[src/rtl/sum_accumulator.sv]
// Accumulates a programmed number of adder results into a wide running total.
// Optional SUM_ACCUMULATOR_SATURATE_EN clamps the total to all ones instead of wrapping.
module sum_accumulator #(
  parameter int unsigned IN_W  = 5,
  parameter int unsigned ACC_W = 12,
  parameter int unsigned CNT_W = 8
) (
  input  logic             clk,
  input  logic             rst,
  input  logic             start,
  input  logic [CNT_W-1:0] len,
  input  logic             in_valid,
  output logic             in_ready,
  input  logic [IN_W-1:0]  in_data,
  output logic             out_valid,
  input  logic             out_ready,
  output logic [ACC_W-1:0] out_data,
  output logic             busy,
  output logic             overflow
);

  localparam int unsigned SUM_W = ACC_W + 1;

  typedef enum logic [1:0] {
    IDLE  = 2'd0,
    ACCUM = 2'd1,
    HOLD  = 2'd2
  } state_t;

  state_t             state_q, state_d;
  logic [ACC_W-1:0]   acc_q, acc_d;
  logic [CNT_W-1:0]   cnt_q, cnt_d;
  logic [CNT_W-1:0]   len_q, len_d;
  logic               ovf_q, ovf_d;
  logic               in_ready_q, out_valid_q, busy_q;
  logic [SUM_W-1:0]   sum;
  logic [CNT_W-1:0]   cnt_inc;

  // Next-state and datapath update.
  always_comb begin
    state_d = state_q;
    acc_d   = acc_q;
    cnt_d   = cnt_q;
    len_d   = len_q;
    ovf_d   = ovf_q;
    sum     = {1'b0, acc_q} + SUM_W'(in_data);
    cnt_inc = cnt_q + CNT_W'(1);
    case (state_q)
      IDLE: begin
        if (start) begin
          acc_d   = '0;
          cnt_d   = '0;
          ovf_d   = 1'b0;
          len_d   = len;
          state_d = (len == '0) ? HOLD : ACCUM;
        end
      end
      ACCUM: begin
        if (in_valid && in_ready_q) begin
          acc_d = sum[ACC_W-1:0];
          ovf_d = ovf_q | sum[ACC_W];
`ifdef SUM_ACCUMULATOR_SATURATE_EN
          if (sum[ACC_W]) acc_d = '1;
`endif
          cnt_d = cnt_inc;
          if (cnt_inc == len_q) state_d = HOLD;
        end
      end
      HOLD: begin
        if (out_ready) state_d = IDLE;
      end
      default: state_d = IDLE;
    endcase
  end

  // Handshake flags are registered copies of the next-state decode.
  always_ff @(posedge clk) begin
    if (rst) begin
      state_q     <= IDLE;
      acc_q       <= '0;
      cnt_q       <= '0;
      len_q       <= '0;
      ovf_q       <= 1'b0;
      in_ready_q  <= 1'b0;
      out_valid_q <= 1'b0;
      busy_q      <= 1'b0;
    end else begin
      state_q     <= state_d;
      acc_q       <= acc_d;
      cnt_q       <= cnt_d;
      len_q       <= len_d;
      ovf_q       <= ovf_d;
      in_ready_q  <= (state_d == ACCUM);
      out_valid_q <= (state_d == HOLD);
      busy_q      <= (state_d == ACCUM) || (state_d == HOLD);
    end
  end

  assign in_ready  = in_ready_q;
  assign out_valid = out_valid_q;
  assign busy      = busy_q;
  assign out_data  = acc_q;
  assign overflow  = ovf_q;

endmodule

[config.mk]
export PLATFORM = sky130hd
export DESIGN_NAME = sum_accumulator
export DESIGN_NICKNAME = d
export VERILOG_FILES = /design/src/rtl/sum_accumulator.sv
export SDC_FILE = /design/constraint.sdc
export NUM_CORES = 1
export LEC_CHECK = 0
export ABC_AREA = 1
export BUFFER_PORTS_ARGS = -buffer_cell sky130_fd_sc_hd__buf_2
export CAP_MARGIN = 0
export CORE_ASPECT_RATIO = 1.4
export CORE_MARGIN = 2
export CORE_UTILIZATION = 30
export CTS_BUF_LIST = sky130_fd_sc_hd__clkbuf_16
export CTS_CLUSTER_DIAMETER = 120
export DETAILED_ROUTE_END_ITERATION = 10
export PLACE_DENSITY_LB_ADDON = 0.05
export SETUP_SLACK_MARGIN = 0.2
export SLEW_MARGIN = 10
export SYNTH_ARGS = -nofsm -noshare
export SYNTH_HDL_FRONTEND = slang
export SYNTH_SLANG_ARGS = --single-unit
[constraint.sdc]
create_clock -name clk -period 4.4 [get_ports clk]
set_clock_uncertainty 0.2 [all_clocks]
set_input_delay 0.22 -clock clk [delete_from_list [all_inputs] [get_ports clk]]
set_output_delay 0.22 -clock clk [all_outputs]
set_load 0.02 [all_outputs]
**Word-level counts from Yosys, hierarchy flattened**

Index checks and enable logic that the tools add are counted.

- Output and inout bits: 16
- Bits in registers: 34
- Bits of input ports: 18
- Logic and storage cells: 40

- Bitwise logic cells: 1
- Add/subtract/negate cells: 2
- Reductions and logical operators: 7
- Muxes and demuxes: 15
- Eq/ne operators: 7

Operators with widths:

| kind | number |
|---|---|
| $mux 12 | 2 |
| $pmux 12 s2 | 1 |
| $mux 8 | 2 |
| $pmux 8 s2 | 1 |
| $add 12x5->13 | 1 |
| $mux 2 | 5 |
| $add 8x1->8 const B | 1 |
| $eq 8x8->1 | 1 |
| $logic_not 8->1 | 1 |
| $pmux 2 s3 | 1 |
| $eq 2x1->1 const B | 2 |
| $eq 2x2->1 const B | 2 |
| $ne 2x2->1 const B | 2 |
| $reduce_and 3->1 | 1 |
| $logic_not 2->1 | 1 |
| $mux 1 | 2 |
| $pmux 1 s2 | 1 |
| $reduce_and 2->1 | 1 |
| $reduce_bool 2->1 | 1 |
| $logic_and 1x1->1 | 1 |
| $logic_or 1x1->1 | 1 |
| $or 1x1->1 | 1 |

**Depth between registers and ports, before layout**

- Depth after elaboration: 7
- Depth in mapped cells: 16
- Depth with buffers taken out: 15

**Worst setup path after synthesis**

No wires, ideal clock.

- Path type: register to register
- Start: reg cnt_q[0]
- End: reg busy_q (netlist: busy)
- Period minus slack after synthesis: 2.056 ns
- Arrival time: 1.789 ns
- Path buffers: 0
- Setup time: 0.067 ns
- Required time: 4.133 ns
- Stages on the path, launching flop included: 14
- Setup slack: 2.344 ns
- Cells stage by stage: dfxtp_1 ha_1 nand3_2 nor2_1 nand2_1 and2_1 nor2_2 nor2_2 nand3_1 nand2_2 nand2_2 inv_2 ha_1 nor2_1

- Longest elaborated chain between the ends: 7
- Elaborated cells between the ends (all ways): 8
- Those cells by class: 1 x add/sub; 3 x eq/ne; 3 x mux; 1 x reduce/logical

RTL lines:

| element | RTL line | source |
|---|---|---|
| start: declaration | 32 | `logic [CNT_W-1:0] cnt_q, cnt_d;` |
| start signal: assignment | 90 | `cnt_q <= cnt_d;` |
| $add 8x1->8 * | 47 | `cnt_inc = cnt_q + CNT_W'(1);` |
| $eq 8x8->1 * | 66 | `if (cnt_inc == len_q) state_d = HOLD;` |
| $mux 2 * | 66 |  |
| $mux 2 * | 59 | `if (in_valid && in_ready_q) begin` |
| $pmux 2 s3 * | 48 | `case (state_q)` |
| via state_d[0] | 30 | `state_t state_q, state_d;` |
| $eq 2x1->1 or $eq 2x2->1 (tied branches) | 95 | `busy_q <= (state_d == ACCUM) \|\| (state_d == HOLD);` |
| $logic_or 1x1->1 * | 95 |  |
| end signal: assignment | 95 |  |
| end: declaration | 35 | `logic in_ready_q, out_valid_q, busy_q;` |

Mark *: on every way through the listed nets, which the timed path passes. The rest lies on a longest branch.
A chain may end at the register's enable or synchronous reset.

**Final worst setup path**

Same ends and word-level chain as after synthesis.

==> results.tsv <==
metric	value	unit
status	finished clean	
cap_violations	0	
fin_crit	2.27	ns
fin_util	0.378	
min_from	len[1]	
power.total	0.835	mW
ys_warn_count	0	
finalHoldViolations	0	
hpwl	3580	um
design_area	2350	sq um
slew_headroom	0.639	
place.gp.congestion	0.736	
grt_setup_unrepaired	no	
post_cts_buffers	0	
yosysTopAreaCell	dfxtp_1	
first_pass_iters	4	
initialDrtViolationCount	54	
grt.busiest_layer	met2	
pwr-share-comb	0.119	
antenna_cells	0	
drt.antenna.violating_nets	0	
power.density	356	nW/um^2
syn-num-nets	301	
die_w	71.8	um
coreArea	6210	sq um
max_freq	441	MHz
ys_seq_area_frac	0.353	
critPathKind	reg -> reg	
switching_share	0.256	
seqPwrFrac	0.394	
crit_arrival	2.27	ns
io_pins	34	
vias_per_cell	4.66	
clock_path_buffers	2	
avgSynthCellArea	7.04	sq um
intPower	0.622	mW
fin_cells	383	
critPathSlowestCell	dfxtp_1	
cts_sinks	34	
antenna_found_initial	0	
layout_setup_ws	2.13	ns
synth-seq-cells	34	
synthTopCellsByArea	dfxtp_1 35%, nand2_1 12%, inv_1 5.8%, a21oi_1 5.7%, nor2_1 5.3%	
tightest_slew	0.541	ns
slowest_delay	0.41	ns
endpoint_kind	flop	
vias	1784	
initial_core_util	0.310	
synth.distinct_cells	34	
timing.rr.end	busy	
rrSetupSlack	2.13	ns
ctsRootBufferMaster	clkbuf_16	
overflow	0	
layout_commonest_cell	nand2_1	
min_path_type	in -> reg	
most-common-layout-cells	63 x nand2_1, 34 x dfxtp_1, 33 x buf_2, 30 x inv_1, 27 x nor2_1	
dp_slack	2.12	ns
routed_wl	4660	um
hold_buffers	2	
cp.buffers_inverters	1	
avgRoutedWirePerCell	12.2	um
insertion_delay	0.28	ns
synth.top_cell.area_share	0.353	
holdPathStages	3	
htreeDepth	2	
nFillCells	677	
grt_max_degree	28	
drc	0	
gr-usage-met1	0.152	
die_h	98.9	um
cts_resized	0	
slew_violations	0	
crit_fanout	5	
place_inst	373	
rr_worst_depth	13	
dpl-instance-area	2160	sq um
ys.flop_type	dfxtp_1	
layout-area-overhead-vs-synth	21.7	%
met2_usage	0.261	
dieArea	7090	sq um
p_leak	1.01	nW
drive_gt1_frac	0.235	
cts_buffers	5	
crit_path_start_kind	flop	
ir_worst_vdd	158	uV
grt_pass1_wl	7830	um
synth_edf_count	0	
holdWs	0.0122	ns
min_period_over_period	0.515	
crit_chain	ha_1 > nand3_2 > nor2_1 > nand2_1 > and2_1 > nor2_2 > nor2_2 > nand3_1 > nand2_2 > nand2_2 > inv_2 > ha_1 > nor2_1	
crit_required	4.41	ns
async_reset_ff_frac	0	
clockPowerShare	0.487	
path_delay_family	simple AND/OR/NAND/NOR gates	
grt_pass1_vias	1726	
rows	34	
gr-usage-all-layers	0.143	
nNetsFinal	337	
setup_viol	0	
globalRouteMet3Util	0.0307	
rr_startpoint	cnt_q[0]	
cts_tree	done	
port_buffers	33	
hold-path-endpoint	len_q[1]	
synth.cell_area	1930	sq um
syn_inst	274	
clkTransAtPathRegs	0.06	ns
setup_tns	0	ns
p_switching	0.213	mW
[synth_stat cells, drive strengths merged (3+ instances only)]
| library cell | n |
|---|---|
| buf | 3 |
| a211oi | 6 |
| clkbuf | 3 |
| ha | 8 |
| nand2 | 71 |
| nand3 | 24 |
| nor2 | 36 |
| o21ai | 10 |
| dfxtp | 34 |
| nor3 | 5 |
| inv | 36 |
| a21oi | 23 |
| nand4 | 3 |
[metal layers]
layer | wire, um | up-vias
met3 | 161 | 7
met4 | 99 | 0
met1 | 1930 | 779
met2 | 2460 | 32
met5 | 0 | -
li1 | - | 966
[cell type report]
class                   instances  area, sq um  share of cell area
clock inverters                 3         45.0              0.0192
multi-input cells             198         1080               0.461
flip-flops and latches         34          681               0.290
inverters                      36          138              0.0587
clock buffers                   5          125              0.0533
well taps                      72         90.1              0.0384
repair buffers                 35          185              0.0789
[worst register-to-register path: cells and delay by family (launching register included)]
| kind | cells | cell delay (ns) |
|---|---|---|
| adder cells (fa/ha/maj) | 2 | 0.54 |
| AND/OR/NAND/NOR | 10 | 1.01 |
| buffers and inverters | 1 | 0.03 |
| flip-flops | 1 | 0.41 |
[state kept, by name, summed over array words and instances, names as in the netlist]
register and count:
overflow 1, cnt_q 8, out_valid 1, busy 1, len_q 8, in_ready 1, out_data 12, state_q 2
[worst max-delay path by stage]
stage | start | endpoint | slack (ns) | cells past startpoint
final | cnt_q[0] | busy | 2.13 | 13
after global routing | cnt_q[2] | busy | 1.95 | 14
after detailed placement | cnt_q[0] | busy | 2.12 | 13
after CTS | cnt_q[0] | busy | 2.10 | 13
after floorplan | cnt_q[0] | busy | 2.34 | 13
after global placement | cnt_q[0] | busy | 2.14 | 13
[power by group through the flow]
stage                     clock [mW]  sequential (mW)  combinational [mW]
after floorplan                    0            0.337              0.0686
after global placement             0            0.336              0.0998
after detailed placement           0            0.336              0.0995
after CTS                      0.419            0.329               0.102
after global routing           0.430            0.331               0.113
final                          0.407            0.329              0.0993
[cell families after synthesis]
| family | Yosys count | synth area share |
|---|---|---|
| AO/OA/AOI/OAI | 43 | 0.127 |
| XOR/XNOR | 2 | 0.00909 |
| adder cells (fa/ha/maj) | 9 | 0.0623 |
| buffers and inverters | 42 | 0.0857 |
| flip-flops | 34 | 0.353 |
| AND/OR/NAND/NOR | 144 | 0.363 |
(Power assumes the default switching activity.)
